===== src/rtl/flag_ctrl.sv =====
// flag_ctrl: pipeline controller for the 3-bit flag register {N,V,Z}.
// Decodes per-instruction flag write masks in ID, carries them into EX,
// drives the flag register write port, and stalls conditional branches
// for one cycle while a flag write is still in flight.
module flag_ctrl #(
    parameter int NFLAG = 3
) (
    input  logic             clk,
    input  logic             rst,
    input  logic             id_valid,
    input  logic [3:0]       id_opcode,
    input  logic [2:0]       id_cond,
    input  logic             stall_in,
    input  logic             flush,
    input  logic [NFLAG-1:0] alu_flags,
    input  logic [NFLAG-1:0] flag_q,
    output logic [NFLAG-1:0] flag_wen,
    output logic [NFLAG-1:0] flag_din,
    output logic             flag_stall,
    output logic             branch_taken
);

    typedef enum logic {
        IDLE = 1'b0,
        WAIT = 1'b1
    } state_t;

    state_t           state;
    state_t           state_nxt;
    logic [NFLAG-1:0] ex_mask;
    logic [NFLAG-1:0] id_mask;
    logic             is_branch;
    logic             cond_true;
    logic             hazard;

    // Opcode to flag write mask (bit 0 = Z, bit 1 = V, bit 2 = N).
    always_comb begin
        id_mask = '0;
        case (id_opcode)
            4'b0000, 4'b0001:                   id_mask = 3'b111;
            4'b0010, 4'b0100, 4'b0101, 4'b0110: id_mask = 3'b001;
            default:                            id_mask = '0;
        endcase
    end

    // Branch condition evaluated against the committed flag register.
    always_comb begin
        cond_true = 1'b0;
        case (id_cond)
            3'b000:  cond_true = ~flag_q[0];
            3'b001:  cond_true = flag_q[0];
            3'b010:  cond_true = ~flag_q[0] & ~flag_q[2];
            3'b011:  cond_true = flag_q[2];
            3'b100:  cond_true = flag_q[0] | ~flag_q[2];
            3'b101:  cond_true = flag_q[2] | flag_q[0];
            3'b110:  cond_true = flag_q[1];
            default: cond_true = 1'b1;
        endcase
    end

    // Hazard detection, stall/branch outputs and next-state selection.
    always_comb begin
        state_nxt    = state;
        is_branch    = id_valid && (id_opcode == 4'b1100 || id_opcode == 4'b1101);
        hazard       = is_branch && (id_cond != 3'b111) && (ex_mask != '0) && (state == IDLE);
        flag_stall   = hazard && !flush;
        branch_taken = is_branch && cond_true && !hazard && !stall_in && !flush;
        case (state)
            IDLE:    state_nxt = (hazard && !stall_in && !flush) ? WAIT : IDLE;
            WAIT:    state_nxt = IDLE;
            default: state_nxt = IDLE;
        endcase
        if (flush)
            state_nxt = IDLE;
    end

    // State register and ID/EX write mask; anything not issued becomes a bubble.
    always_ff @(posedge clk) begin
        if (rst) begin
            state   <= IDLE;
            ex_mask <= '0;
        end else begin
            state   <= state_nxt;
            ex_mask <= (id_valid && !stall_in && !flush && !flag_stall) ? id_mask : '0;
        end
    end

    assign flag_wen = ex_mask;
    assign flag_din = alu_flags;

endmodule


===== config.mk =====
export PLATFORM = sky130hd
export DESIGN_NAME = flag_ctrl
export DESIGN_NICKNAME = d
export VERILOG_FILES = /design/src/rtl/flag_ctrl.sv
export SDC_FILE = /design/constraint.sdc
export NUM_CORES = 1
export LEC_CHECK = 0
export BUFFER_PORTS_ARGS = -buffer_cell sky130_fd_sc_hd__buf_2
export CAP_MARGIN = 20
export CORE_AREA = 4 4 41 43
export CTS_CLUSTER_DIAMETER = 40
export DETAILED_ROUTE_END_ITERATION = 10
export DIE_AREA = 0 0 45 47
export GPL_TIMING_DRIVEN = 0
export HOLD_SLACK_MARGIN = 0.1
export PLACE_DENSITY = 0.45
export SYNTH_ARGS = -nofsm -noshare
export SYNTH_HDL_FRONTEND = slang
export SYNTH_SLANG_ARGS = --single-unit

===== constraint.sdc =====
create_clock -name clk -period 1.1 [get_ports clk]
set_input_delay 0.165 -clock clk [delete_from_list [all_inputs] [get_ports clk]]
set_output_delay 0.165 -clock clk [all_outputs]
set_load 0.1 [all_outputs]

After elaboration in Yosys (flattened, before gate mapping)
Cells that the tools add are included.

operators by class
  eq/ne operators = 14
  muxes and demuxes = 4
  bitwise operators = 7
  reduce and logical (&&, ||, !) cells = 26

operators with widths
  kind                                           number
  logical AND 1 bit                              14
  == test 4 x 3 -> 1 bit, second input constant  3
  == test 3 bit, second input constant           3
  == test 4 bit, second input constant           2
  case mux 1 bit (7 select lines)                1
  == test 3 x 2 -> 1 bit, second input constant  2
  case mux 3 bit (2 select lines)                1
  OR reduction 2 bit                             3
  == test 4 x 1 -> 1 bit, second input constant  1
  == test 4 x 2 -> 1 bit, second input constant  1
  logical NOT 1 bit                              4
  logical NOT 4 bit                              1
  NOT 1 bit                                      4
  OR reduction 4 bit                             1
  == test 3 x 1 -> 1 bit, second input constant  1
  logical NOT 3 bit                              1
  inequality test 3 bit, second input constant   1
  nonzero test 3 bit                             1
  OR 1 bit                                       2
  case mux 1 bit (2 select lines)                1
  bitwise AND 1 bit                              1
  logical OR 1 bit                               1
  two-way mux 1 bit                              1

storage, ports and cells
  flip-flop bits (word level) = 4
  logic and storage cells = 53

Logic depth before layout (Yosys ltp)
  depth in word-level cells = 11
  gate-level depth with buffers = 4
  mapped depth without buffers = 4

Worst setup path before layout
Ideal clock, no wire load.

  kind = register -> output
  start point = register ex_mask[1], in the netlist flag_wen[1]
  end point = output flag_stall
  data arrival time = 2714 ps
  data required time = 935 ps
  slack = -1779 ps
  stages on the path, launching flop included = 5
  cells stage by stage = dfxtp_1 nor2_1 a311oi_2 inv_1 nor2_1

between the ends
  word-level cells in the longest chain between the ends = 4

ends and longest elaborated chain
  what                             RTL line  RTL
  start: declaration               30        logic [NFLAG-1:0] ex_mask;
  start signal: assignment         84        ex_mask <= (id_valid && !stall_in && !flush && !flag_stall) ? id_mask : '0;
  nonzero test 3 bit               65        hazard = is_branch && (id_cond != 3'b111) && (ex_mask != '0) && (state == IDLE);
  logical AND 1 bit (2 in series)  65
  logical AND 1 bit                66        flag_stall = hazard && !flush;
  end: declaration                 19        output logic flag_stall,

No other way between the ends.

Worst setup path after layout
Same ends and word-level chain as after synthesis.

==> flow_summary.toml <==
[clock_tree]
cts_tree = "built"
root_buffer = "clkbuf_4"
clockBufferDepth = 2
clk_latency_ns = 0.23
htree_levels = 1
cts_sinks = 3
cts_made_buffers = 3
clk_pin_slew_ns = 0.04

[route]
wirelength_um = 709
viasPerCell = 4.26
antenna_left = 0
post-route-drc-count = 0
first_pass_iters = 1
drt_first_iter_violations = 0
wl_per_cell_um = 9.09
vias = 332

[placement]
dpl.hpwl_um = 560
io_buffer_count = 22
place_congestion = 0.561
place_area_sq_um = 410

[logic_synthesis]
syn-num-nets = 48
ys_ff_latch = 3
seq_area_frac_synth_pct = 23.5
avgSynthCellArea_sq_um = 8.51
yosysWarnings = 0
synth_cell_types = 17
netlist_instances = 30
synth.cell_area_sq_um = 255

[floorplanning]
ios = 26
die-area_sq_um = 2120
die_w_um = 45
die_y_um = 47
core_sq_um = 1300
placement_rows = 13
start_util_pct = 19.6

[critical_path]
crit_path_max_fanout = 2
critPathKind = "register to output port"
path_cells = "nor2_4 > a311oi_4 > inv_2 > nor2_4 > buf_12"
cp.required_ns = 0.94
critPathLaunchType = "register"
cp_slowest_cell = "dfxtp_4"
cpMostUsedCell = "nor2_4"
cp_slowest_stage_delay_ns = 0.35
cp-end-kind = "output port"
arrival_ns = 1.28

[sta]
rsz0062_at_grt = "true"
timing.final.crit_period_ns = 1.44
fin_skew_ns = 0.00539
drv_slew = 0
finalHoldViolations = 0
setup_ws_ns = -0.343
slew-limit-headroom_pct = 67.8
period_share_pct = 131
tightestPinTransition_ns = 0.486
setup_viol_count_final = 6
clock.fmax_ghz = 0.693
fin_hold_ws_ns = 0.104

[finish]
drive_gt1_share_pct = 74.6
diodes = 0
finalInstanceArea_sq_um = 582
syn_to_final_growth_pct = 128
final_common_cell = "buf_2"
final_cell_mix = "buf_2, buf_4, buf_6"
post-route-util_pct = 44.7
nets = 82

[global_route]
gr-usage-all-layers_pct = 7.73
grt_pass1_wl_um = 1240
antenna_found_initial = 0
grt_start_max_net_pins = 8
grt_pass1_vias = 337
overflow = 0

[power]
ir_worst_vdd_uv = 387
p_per_area_nw_per_um2 = 767
power_leakage_uw = 0.000255

[worst_hold_path]
hold_path.class = "input port to register"

[outcome]
status = "finished, violations left"
violations = "negative setup slack"

[flow_run]
cap_violations = 0
cells in the mapped netlist (all sizes together):
cell type	instances	area, sq um
nand2	2	7.51
or4	1	11.3
or3	1	11.3
nand2b	1	13.8
nor4	2	25.0
dfxtp	3	60.1
o21ai	1	5.00
a21oi	2	10.0
a32oi	1	8.76
inv	2	7.51
nor3	1	10.0
a311oi	1	15.0
nor2	4	15.0
buf	4	30.0
a22oi	1	7.51
nor2b	2	12.5
nand3	1	5.00
through the flow:
stage | TNS (ns) | total power (uW) | std cells | setup slack, ns
after global placement | -1.05 | 242 | 67 | -0.527
after CTS | -1.09 | 447 | 76 | -0.404
after detailed placement | -1.02 | 242 | 67 | -0.527
final | -1.13 | 446 | 78 | -0.343
after global routing | -1.40 | 469 | 78 | -0.413
after floorplan | -1.64 | 196 | 30 | -0.830
metal layers:
metal | global-route usage, % | wire length [um] | up-vias
li1 | - | - | 170
met1 | 9.07 | 246 | 145
met2 | 13.6 | 388 | 17
met3 | 1.53 | 74 | 0
met4 | 3.51 | 0 | 0
met5 | 0 | 0 | -
worst paths after layout:
kind / start / to / slack, ns / cells past startpoint
max: flag_wen[1]$_SDFF_PP0_ / flag_stall / -0.34 / 5
min: id_opcode[2] / flag_wen[1]$_SDFF_PP0_ / 0.10 / 2
max reg2reg: flag_wen[1]$_SDFF_PP0_ / state$_SDFF_PP0_ / -0.23 / 7
min reg2reg: state$_SDFF_PP0_ / state$_SDFF_PP0_ / 0.84 / 6
layout make-up:
class	count	area (sq um)
Buffer	4	33.8
Clock buffer	4	26.3
Fill cell	134	719
Inverter	2	7.51
Multi-Input combinational cell	21	201
Sequential cell	3	67.6
Tap cell	15	18.8
Timing Repair Buffer	29	226
worst max-delay path, delay by kind of cell (launching register included):
| family | cells | cell delay [ns] |
|---|---|---|
| buffers and inverters | 2 | 0.27 |
| AND/OR/NAND/NOR | 2 | 0.15 |
| flip-flops | 1 | 0.35 |
| AO/OA/AOI/OAI | 1 | 0.28 |
logic make-up after synthesis:
logic type | count (synthesis) | synth area share (%)
simple gates | 15 | 43.6
buf+inv | 6 | 14.7
flops | 3 | 23.5
compound gates | 6 | 18.1
repair_timing:
item,4_1_cts,5_1_grt
setup buffers,4,2
hold buffers,1,0
endpoints found under the hold margin,1,0
pin swaps,4,2
setup endpoints to repair,6,5
resized for setup,17,4
sequential cells by signal, indices dropped and copies added, names as in the netlist:
name      count
flag_wen      2
state         1
report_power, final:
| part | leakage [uW] | switching [uW] | internal, uW |
|---|---|---|---|
| Clock | 0.0000150 | 53.7 | 136 |
| Combinational | 0.000214 | 94.7 | 55.6 |
| Sequential | 0.0000258 | 0.676 | 106 |
| Total | 0.000255 | 149 | 297 |
(Power assumes the default switching activity.)
